**src/rtl/alu_share_arbiter.sv**
```systemverilog
// Round-robin arbiter sharing one combinational ALU between two valid/ready requesters.
// Optional macro ALU_SHARE_OPCHECK_EN: opcodes 6-15 are rejected locally without issuing to the ALU.
`timescale 1ns/1ps
module alu_share_arbiter #(
  parameter int Width    = 8,
  parameter int Priority = 0
) (
  input  logic               clk,
  input  logic               rst_n,
  input  logic               req0_valid,
  output logic               req0_ready,
  input  logic [Width-1:0]   req0_A,
  input  logic [Width-1:0]   req0_B,
  input  logic [3:0]         req0_OP,
  input  logic               req0_Cin,
  input  logic               req1_valid,
  output logic               req1_ready,
  input  logic [Width-1:0]   req1_A,
  input  logic [Width-1:0]   req1_B,
  input  logic [3:0]         req1_OP,
  input  logic               req1_Cin,
  output logic [Width-1:0]   alu_A,
  output logic [Width-1:0]   alu_B,
  output logic [3:0]         alu_OP,
  output logic               alu_Cin,
  input  logic [2*Width-1:0] alu_Out,
  input  logic               alu_Oddparitty,
  input  logic               alu_Invalid,
  output logic               rsp_valid,
  input  logic               rsp_ready,
  output logic               rsp_id,
  output logic [2*Width-1:0] rsp_Out,
  output logic               rsp_Oddparitty,
  output logic               rsp_Invalid
);

  typedef enum logic [1:0] {
    S_IDLE = 2'd0,
    S_EXEC = 2'd1,
    S_RESP = 2'd2
  } state_t;

  state_t             r_state;
  state_t             w_state_nxt;
  logic               r_ptr;
  logic [Width-1:0]   r_alu_a;
  logic [Width-1:0]   r_alu_b;
  logic [3:0]         r_alu_op;
  logic               r_alu_cin;
  logic               r_rsp_valid;
  logic               r_rsp_id;
  logic [2*Width-1:0] r_rsp_out;
  logic               r_rsp_odd;
  logic               r_rsp_inv;

  logic               w_contested;
  logic               w_grant;
  logic               w_accept;
  logic               w_illegal;
  logic               w_issue;
  logic [Width-1:0]   w_sel_a;
  logic [Width-1:0]   w_sel_b;
  logic [3:0]         w_sel_op;
  logic               w_sel_cin;

  // Uncontested: req1 wins only when it is the sole valid requester.
  assign w_contested = req0_valid & req1_valid;
  assign w_grant     = w_contested ? r_ptr : req1_valid;

  // Ready is gated by rst_n because the async reset forces IDLE while held.
  assign req0_ready = rst_n && (r_state == S_IDLE) && req0_valid && !w_grant;
  assign req1_ready = rst_n && (r_state == S_IDLE) && req1_valid &&  w_grant;
  assign w_accept   = req0_ready | req1_ready;

  assign w_sel_a   = w_grant ? req1_A   : req0_A;
  assign w_sel_b   = w_grant ? req1_B   : req0_B;
  assign w_sel_op  = w_grant ? req1_OP  : req0_OP;
  assign w_sel_cin = w_grant ? req1_Cin : req0_Cin;

`ifdef ALU_SHARE_OPCHECK_EN
  assign w_illegal = w_sel_op[3] | (w_sel_op[2:1] == 2'b11);
`else
  assign w_illegal = 1'b0;
`endif
  assign w_issue = w_accept & ~w_illegal;

  // NOTE: sequential state uses non-blocking assignments so every register samples pre-edge values.
  always_ff @(posedge clk or negedge rst_n) begin
    if (!rst_n) r_state <= S_IDLE;
    else        r_state <= w_state_nxt;
  end

  // NOTE: default assigned first so no path through the case can infer a latch.
  always_comb begin
    w_state_nxt = r_state;
    unique case (r_state)
      S_IDLE: if (w_accept) w_state_nxt = w_illegal ? S_RESP : S_EXEC;
      S_EXEC: w_state_nxt = S_RESP;
      S_RESP: if (rsp_ready) w_state_nxt = S_IDLE;
      default: w_state_nxt = S_IDLE;
    endcase
  end

  always_ff @(posedge clk or negedge rst_n) begin
    if (!rst_n) begin
      r_ptr       <= 1'(Priority);
      r_alu_a     <= '0;
      r_alu_b     <= '0;
      r_alu_op    <= '0;
      r_alu_cin   <= 1'b0;
      r_rsp_valid <= 1'b0;
      r_rsp_id    <= 1'b0;
      r_rsp_out   <= '0;
      r_rsp_odd   <= 1'b0;
      r_rsp_inv   <= 1'b0;
    end else begin
      if (w_accept) begin
        r_rsp_id <= w_grant;
        if (w_contested) r_ptr <= ~w_grant;
      end
      if (w_issue) begin
        r_alu_a   <= w_sel_a;
        r_alu_b   <= w_sel_b;
        r_alu_op  <= w_sel_op;
        r_alu_cin <= w_sel_cin;
      end
      if (r_state == S_EXEC) begin
        r_rsp_out   <= alu_Out;
        r_rsp_odd   <= alu_Oddparitty;
        r_rsp_inv   <= alu_Invalid;
        r_rsp_valid <= 1'b1;
`ifdef ALU_SHARE_OPCHECK_EN
      end else if (w_accept && w_illegal) begin
        r_rsp_out   <= '0;
        r_rsp_odd   <= 1'b0;
        r_rsp_inv   <= 1'b1;
        r_rsp_valid <= 1'b1;
`endif
      end else if (r_state == S_RESP && rsp_ready) begin
        r_rsp_valid <= 1'b0;
      end
    end
  end

  assign alu_A          = r_alu_a;
  assign alu_B          = r_alu_b;
  assign alu_OP         = r_alu_op;
  assign alu_Cin        = r_alu_cin;
  assign rsp_valid      = r_rsp_valid;
  assign rsp_id         = r_rsp_id;
  assign rsp_Out        = r_rsp_out;
  assign rsp_Oddparitty = r_rsp_odd;
  assign rsp_Invalid    = r_rsp_inv;

endmodule

```
**config.mk**
```make
export PLATFORM = sky130hd
export DESIGN_NAME = alu_share_arbiter
export DESIGN_NICKNAME = d
export VERILOG_FILES = /design/src/rtl/alu_share_arbiter.sv
export SDC_FILE = /design/constraint.sdc
export NUM_CORES = 1
export LEC_CHECK = 0
export ABC_AREA = 1
export CORE_ASPECT_RATIO = 0.9
export CORE_MARGIN = 3
export CORE_UTILIZATION = 30
export CTS_CLUSTER_DIAMETER = 40
export DETAILED_ROUTE_END_ITERATION = 8
export MAX_ROUTING_LAYER = met4
export PLACE_DENSITY_LB_ADDON = 0.3
export RECOVER_POWER = 100
export SYNTH_ARGS = -nofsm -noshare
export SYNTH_HDL_FRONTEND = slang
export SYNTH_SLANG_ARGS = --single-unit
```
**constraint.sdc**
```tcl
create_clock -name clk -period 1.2 [get_ports clk]
set_input_delay 0.36 -clock clk [delete_from_list [all_inputs] [get_ports clk]]
set_output_delay 0.36 -clock clk [all_outputs]
set_load 0.05 [all_outputs]
```
==> flow_metrics.env, run 1 <==
export IMPL_status="finished, violations left"
export IMPL_violations="negative setup slack"
export IMPL_grt_pass1_wl_um=10620
export IMPL_die_x_um=94.26
export IMPL_relSlewSlack_pct=40.29
export IMPL_cts_tree="built"
export IMPL_slowest_delay_ps=400
export IMPL_hold_class="in2async"
export IMPL_fmax_mhz=582.3
export IMPL_drt_drc_violations_left=0
export IMPL_fillCellCount=551
export IMPL_syn_avg_cell_area_um2=7.432
export IMPL_io_pins=108
export IMPL_synth_fp_nets=348
export IMPL_diodes=0
export IMPL_grt_max_degree=30
export IMPL_cpMaxStageDelayCell="dfrtp_1"
export IMPL_grt_overflow=0
export IMPL_synth_area_um2=2103
export IMPL_synth_distinct_cells=15
export IMPL_via_count=2271
export IMPL_yosys_warnings=0
export IMPL_postRouteAntennaNets=0
export IMPL_clk_path_buf_depth=2
export IMPL_start_util_pct=31.43
export IMPL_yosysTopAreaCellShare_pct=52.35
export IMPL_clkSinkCount=44
export IMPL_synth_seq_cells=44
export IMPL_vdd_drop_max_uv=1140
export IMPL_antenna_found_initial=0
export IMPL_maxSlewViolCount=0
export IMPL_max_cap_violations=0
export IMPL_postSynthCellCount=283
export IMPL_setup_violations=81
export IMPL_worst_clock_skew_ps=4.633
export IMPL_final_net_count=507
export IMPL_seqCellArea_um2=1101
export IMPL_routed_wl_um=6680
export IMPL_power_density_nw_per_um2=2685
export IMPL_drtPass1Iterations=4
export IMPL_ctsHoldBuffers=0
export IMPL_cts_max_level=2
export IMPL_final_cell_mix="nand2_1 (113), clkdlybuf4s50_1 (61), inv_1 (44), dfrtp_1 (44)"
export IMPL_placed_area_um2=3811
export IMPL_rows=28
export IMPL_path_max_fanout=3
export IMPL_drive_gt1_share_pct=29.12
export IMPL_final_cells=533
export IMPL_synthToLayoutAreaGrowth_pct=105.8
export IMPL_ys_seq_area_share_pct=52.35
export IMPL_numPlacedInstances=488
export IMPL_p_leak_uw=0.002261
export IMPL_core_area_um2=6691
export IMPL_routedWlPerCell_um=12.53
export IMPL_crit_chain="nor2_2 > nand2_2 > buf_4 > nor2_4 > buf_12"
export IMPL_vias_per_cell=4.261
export IMPL_clk_latency_ps=290
export IMPL_synth_area_leaders="dfrtp_1 (52%), nand2_1 (22%), nand3_1 (10%), inv_1 (8.4%), buf_4 (1.1%)"
export IMPL_post_route_min_period_ps=1717
export IMPL_setup_ws_ps=-517.4
export IMPL_tightest_slew_ps=895.7
export IMPL_grt_use_total_pct=17.10
export IMPL_final_cell_area_um2=4329
export IMPL_worst_endpoint_arrival_ps=1360
export IMPL_cts_root_buf="clkbuf_8"
export IMPL_rsz0062_at_grt="yes"
export IMPL_final_util_pct=64.70
export IMPL_cp_required_ps=840
export IMPL_fin_crit_sh_pct=143.1
export IMPL_io_buffers=107
export IMPL_numCtsBuffers=5
export IMPL_place_gp_congestion=0.7763
export IMPL_path_class="reg2out"
export IMPL_yosysTopAreaCell="dfrtp_1"
export IMPL_die_area_um2=8053
export IMPL_die_y_um=85.44
export IMPL_post_dp_hpwl_um=4734
export IMPL_finalHoldViolCount=0
export IMPL_multiInputGateArea_um2=802.0
export IMPL_startpoint_type="flip-flop"
export IMPL_clk_pin_slew_worst_paths_ps=80
export IMPL_first_iter_violations=65
export IMPL_endpoint_kind="output pin"
export IMPL_final_common_cell="nand2_1"
export IMPL_grt_pass1_vias=2152
state kept, by name, indices dropped and copies added (netlist names):
signal / flops
rsp_id: 1
rsp_Out: 16
r_ptr: 1
alu_Cin: 1
alu_B: 8
rsp_Oddparitty: 1
r_state: 2
alu_OP: 4
rsp_valid: 1
alu_A: 8
rsp_Invalid: 1
worst max-delay path: cells and delay by family (launching register included):
kind          cells  cell delay, ps
flops             1             400
simple gates      3             360
buf+inv           2             290
layout make-up:
type | count | share of cell area, %
Tap cell | 90 | 2.601
Inverter | 49 | 4.595
Multi-Input combinational cell | 177 | 18.53
Clock buffer | 6 | 1.676
Sequential cell | 44 | 25.43
Clock inverter | 2 | 0.8092
Timing Repair Buffer | 163 | 46.13
Timing Repair inverter | 2 | 0.2312
cell usage after synthesis, drive strengths merged:
master,count
nor2,5
nand4,1
o21ai,3
buf,9
nand3,43
clkbuf,4
inv,49
dfrtp,44
nand2,124
nor3b,1
logic make-up (layout without fill, tap and decap cells):
kind of cell / Yosys count / after routing / share of synthesized area (%)
buffers and inverters: 62 / 222 / 12.55
and+or+nand+nor: 174 / 174 / 34.39
DFF: 44 / 44 / 52.35
AOI/OAI and AO/OA: 3 / 3 / 0.7137
worst paths after layout:
| kind | cells past startpoint | from | endpoint | slack [ps] |
|---|---|---|---|---|
| max | 5 | r_state[1]$_DFFE_PN0P_ | req1_ready | -520 |
| min | 2 | rst_n | alu_B[1]$_DFFE_PN0N_ | 270 |
| max reg2reg | 10 | r_state[1]$_DFFE_PN0P_ | alu_B[7]$_DFFE_PN0N_ | -470 |
| min reg2reg | 2 | r_ptr$_DFFE_PN0P_ | r_ptr$_DFFE_PN0P_ | 530 |
| max in group asynchronous | 3 | rst_n | alu_OP[0]$_DFFE_PN0N_ | 10 |
| min in group clk | 2 | r_ptr$_DFFE_PN0P_ | r_ptr$_DFFE_PN0P_ | 530 |
where the power goes:
part | internal [uW] | leakage (uW) | switching (uW)
Clock | 618 | 0.0000552 | 487
Sequential | 2170 | 0.000542 | 742
Combinational | 3840 | 0.00166 | 3770
Total | 6620 | 0.00226 | 5000
repair_timing:
action / 4_1_cts / 5_1_grt
pin swaps: 3 / 7
endpoints found under the setup margin: 84 / 81
setup buffers: 20 / 18
gates resized for setup: 20 / 33
cloned: 2 / 2
metrics by stage:
stage | setup WS [ps] | total power [uW] | setup TNS, ps | hold WS, ps
floorplan | -286.5 | 5853 | -633.3 | 64.41
CTS | -502.8 | 11220 | -8778 | 21.82
finish | -517.4 | 11620 | -12760 | 273.7
detailed placement | -659.0 | 9673 | -14350 | 345.9
global placement | -610.0 | 9575 | -13360 | 339.5
global route | -580.9 | 12210 | -23770 | 347.1
metal layers:
metal	wire [um]	track usage [%]
met5	0	-
met4	51	2.625
met3	425	4.344
met2	3377	27.77
met1	2825	22.05
Note: power is estimated with default switching activity, not from simulation.
==> run 2, diff against run 1 <==
--- a/config.mk
+++ b/config.mk
@@ -6,11 +6,12 @@
 export NUM_CORES = 1
 export LEC_CHECK = 0
 export ABC_AREA = 1
-export CORE_ASPECT_RATIO = 0.9
+export CORE_ASPECT_RATIO = 0.6
 export CORE_MARGIN = 3
 export CORE_UTILIZATION = 30
 export CTS_CLUSTER_DIAMETER = 40
 export DETAILED_ROUTE_END_ITERATION = 8
+export GPL_TIMING_DRIVEN = 0
 export MAX_ROUTING_LAYER = met4
 export PLACE_DENSITY_LB_ADDON = 0.3
 export RECOVER_POWER = 100
==> run 2 against run 1 <==
Net effect:
- the run still ends with negative setup slack left
- clock-buffer cell count is the same
- clock power rose by 44%
- global-route usage is 0.29 points lower
- largest cell class unchanged
==> flow_metrics.env, run 2 (synthesized netlist as in run 1, its figures left out) <==
export IMPL_clk_latency_ps=280
export IMPL_numCtsBuffers=5
export IMPL_startpoint_type="flip-flop"
export IMPL_grt_overflow=0
export IMPL_cts_root_buf="clkbuf_16"
export IMPL_clk_path_buf_depth=2
export IMPL_vias_per_cell=4.366
export IMPL_maxSlewViolCount=0
export IMPL_postRouteAntennaNets=0
export IMPL_post_dp_hpwl_um=4587
export IMPL_hold_class="in2async"
export IMPL_io_pins=108
export IMPL_antenna_found_initial=0
export IMPL_grtUsageMet2_pct=24.97
export IMPL_core_area_um2=6441
export IMPL_clk_pin_slew_worst_paths_ps=60
export IMPL_drt_drc_violations_left=0
export IMPL_diodes=0
export IMPL_final_net_count=505
export IMPL_grt_busiest_layer="met2"
export IMPL_final_util_pct=61.54
export IMPL_clkSinkCount=44
export IMPL_final_common_cell="nand2_1"
export IMPL_p_total_uw=10580
export IMPL_max_cap_violations=0
export IMPL_post_route_min_period_ps=1656
export IMPL_cp_required_ps=840
export IMPL_die_x_um=114.1
export IMPL_setup_ws_ps=-456.2
export IMPL_use_met3_pct=5.043
export IMPL_die_area_um2=8085
export IMPL_start_util_pct=32.65
export IMPL_relSlewSlack_pct=43.06
export IMPL_tightest_slew_ps=854.1
export IMPL_largest_reg_flops=16
export IMPL_power_density_nw_per_um2=2670
export IMPL_cts_max_level=2
export IMPL_routed_wl_um=6698
export IMPL_placed_area_um2=3316
export IMPL_first_iter_violations=146
export IMPL_p_leak_uw=0.002136
export IMPL_die_y_um=70.86
export IMPL_setup_violations=39
export IMPL_grt_pass1_wl_um=10450
export IMPL_synthToLayoutAreaGrowth_pct=88.46
export IMPL_post_place_ws_ps=-1366
export IMPL_routedWlPerCell_um=12.76
export IMPL_io_buffers=107
export IMPL_status="finished, violations left"
export IMPL_drtPass1Iterations=4
export IMPL_endpoint_kind="output pin"
export IMPL_drive_gt1_share_pct=28.80
export IMPL_final_cell_mix="nand2_1 (109), clkdlybuf4s50_1 (61), buf_6 (50)"
export IMPL_worst_endpoint_arrival_ps=1300
export IMPL_rsz0062_at_grt="yes"
export IMPL_grt_max_degree=17
export IMPL_via_count=2292
export IMPL_finalHoldViolCount=0
export IMPL_path_max_fanout=4
export IMPL_fmax_mhz=603.8
export IMPL_grt_use_total_pct=16.81
export IMPL_vdd_drop_max_uv=1725
export IMPL_path_class="reg2out"
export IMPL_place_gp_congestion=0.7852
export IMPL_fin_crit_sh_pct=138.0
export IMPL_violations="negative setup slack"
export IMPL_grt_pass1_vias=2183
export IMPL_cts_tree="built"
export IMPL_worst_clock_skew_ps=8.387
export IMPL_rows=22
export IMPL_grtUsageMet1_pct=22.66
export IMPL_final_cell_area_um2=3964
run 2: routing by layer:
metal  part of all wire, %  wire (um)
met5                     0          0
met3                   9.3        625
met1                    45       3027
met2                    44       2965
met4                   1.2         80
run 2: worst paths after layout:
| check | slack (ps) | startpoint | end | cells past startpoint |
|---|---|---|---|---|
| worst min register to register | 490 | r_ptr$_DFFE_PN0P_ | r_ptr$_DFFE_PN0P_ | 2 |
| worst min-delay path | 10 | rst_n | r_state[0]$_DFFE_PN0P_ | 2 |
| min in group clk | 490 | r_ptr$_DFFE_PN0P_ | r_ptr$_DFFE_PN0P_ | 2 |
| worst max-delay path | -460 | r_ptr$_DFFE_PN0P_ | req0_ready | 6 |
| worst max register to register | -370 | r_state[1]$_DFFE_PN0P_ | r_ptr$_DFFE_PN0P_ | 11 |
| max in group asynchronous | 370 | rst_n | alu_A[3]$_DFFE_PN0N_ | 2 |
run 2: repair_timing:
item / 4_1_cts / 5_1_grt
setup endpoints to repair: 66 / 92
gates cloned: 3 / 1
endpoints found under the hold margin: 15 / 0
setup buffers: 18 / 21
gates resized for setup: 318 / 21
pin swaps: 2 / 5
hold buffers: 1 / 0
run 2: area by class of cell:
class / instances / area, um^2
clock buffers: 6 / 138.9
multi-input cells: 177 / 799.5
plain buffers: 12 / 98.84
flip-flops and latches: 44 / 1101
well taps: 84 / 105.1
fillers: 560 / 2477
clock inverters: 2 / 38.79
repair buffers: 151 / 1493
inverters: 49 / 188.9
run 2: critical path, stage by stage, from the launching register on:
cell     delay [ps]
dfrtp_1         370
inv_1            70
nand2_2          70
nand2_4         100
inv_4            40
nor3b_4         180
buf_6           180
run 2: per-stage QoR:
step	cells	hold WS, ps	TNS [ps]
finish	525	9.740	-8956
global route	525	6.067	-12980
CTS	505	8.259	-5810
detailed placement	475	313.1	-28360
global placement	474	451.8	-138870
floorplan	283	64.41	-633.3
run 2: report_power, final:
part / internal, uW / switching, uW / leakage [uW] / total (uW)
clock: 1040 / 536 / 0.0000871 / 1580
combinational: 2570 / 3730 / 0.00151 / 6300
sequential: 2180 / 529 / 0.000542 / 2700
==> variant: new RTL, flow settings as in run 2 <==
The parameter `Width` goes from 8 to 10.
--- a/src/rtl/alu_share_arbiter.sv
+++ b/src/rtl/alu_share_arbiter.sv
@@ -4,3 +4,3 @@
 module alu_share_arbiter #(
-  parameter int Width    = 8,
+  parameter int Width    = 10,
   parameter int Priority = 0
Ports: changed (8 resized); port bits go from 108 to 128. No check against the original RTL was run, so the function may have changed too.
==> variant against run 2 <==
Synthesized cell count up 18%; setup slack worse by 0.015 ns; clock power down 9%; synthesized area up 19%; fmax down 0.92%; final area up 17%; wire length up 15%; non-clock buffer count up 19; combinational power up 15%; power up 12%; sequential cell count up 8; critical path depth down 2; die area up 17%; count of clock-buffer cells in the layout up 1; the flow still finishes with violations (negative setup slack).
==> variant: results (changes against run 2) <==
GRT
The fraction of met1 tracks used by global routing is 0.2387 (was 0.2266). The total routing usage reported by global routing is 0.1679 (was 0.1681). The wire length of the first global-routing pass is 12.34 mm (was 10.45 mm).

Placement
The global placer's final weighted congestion is 0.8326 (was 0.7852). The HPWL after detailed placement is 5.423 mm (was 4.587 mm). The post-placement cell count is 568 (was 475).

Power
The reported clock group power is 1440 uW (was 1580 uW). The maximum vdd drop was 0.0009645 V (was 0.001725 V). The switching power as a share of total power was 0.4679 (was 0.4531).

The fraction of power consumed by the clock network is 0.121 (was 0.149). The portion of total power attributed to sequential cells came to 0.270 (was 0.256).

Logic synthesis
The post-synthesis instance total is 333 (was 283). The number of distinct library cell variants in the gate-level netlist after synthesis is 17 (was 15). The net count of the mapped netlist is 410 (was 348).

Cell types occupying the most area after synthesis: dfrtp_1 52%, nand2_1 22%, nand3_1 10% (unchanged). The proportion of synthesized chip area in sequential cells is 0.5216 (was 0.5235).

Timing
The final worst slack is -0.4716 ns (was -0.4562 ns). The number of endpoints failing setup at the final stage is 65 (was 39).

Outcome
Violated checks: negative setup slack (unchanged). Status: finished with violations (unchanged).

Route
The overall routed net length came to 7.720 mm (was 6.698 mm). The met3 layer wire length in the routed design is 624 um (was 625 um). The number of search-and-repair iterations in the first detailed-routing pass was 7 (was 4). The average wire length per cell after detail routing is 12.55 um (was 12.76 um).

The met1 layer wirelength in the final routing is 3.675 mm (was 3.027 mm).

Worst setup path
The maximum fanout encountered on the critical timing path is 3 (was 4). The dominant delay contributor by cell family on the critical path is simple AND/OR/NAND/NOR gates (was flip-flops). The logic depth of the worst register-to-register path is 9 (was 11).

Clock network
The buffer count from post-CTS setup fixing is 21 (was 18).
variant: layout make-up:
type                       instances  area [um2]
multi-input combinational        209       949.7
buffer                            14       125.1
inverter                          57       229.0
fill                             721        3351
sequential                        52        1301
tap                              108       135.1
clock buffer                       7       152.6
timing repair buffer             168        1733
variant: worst paths after layout:
path                            startpoint  slack, ns     endpoint
max in group asynchronous            rst_n       0.73     alu_B[9]
worst max-delay path            r_state[0]      -0.47   req0_ready
worst min register to register  rsp_Out[8]       0.50   rsp_Out[8]
min in group clk                req1_valid       0.45     alu_B[1]
worst min-delay path                 rst_n      0.003  rsp_Out[10]
worst max register to register  r_state[0]      -0.38    alu_OP[3]
variant: cell families (layout without fill, tap and decap cells):
group / count (synthesis) / after routing / share of synthesized area
AOI/OAI and AO/OA: 3 / 3 / 0.006016
buffers and inverters: 72 / 246 / 0.1219
DFF: 52 / 52 / 0.5216
and+or+nand+nor: 206 / 206 / 0.3506
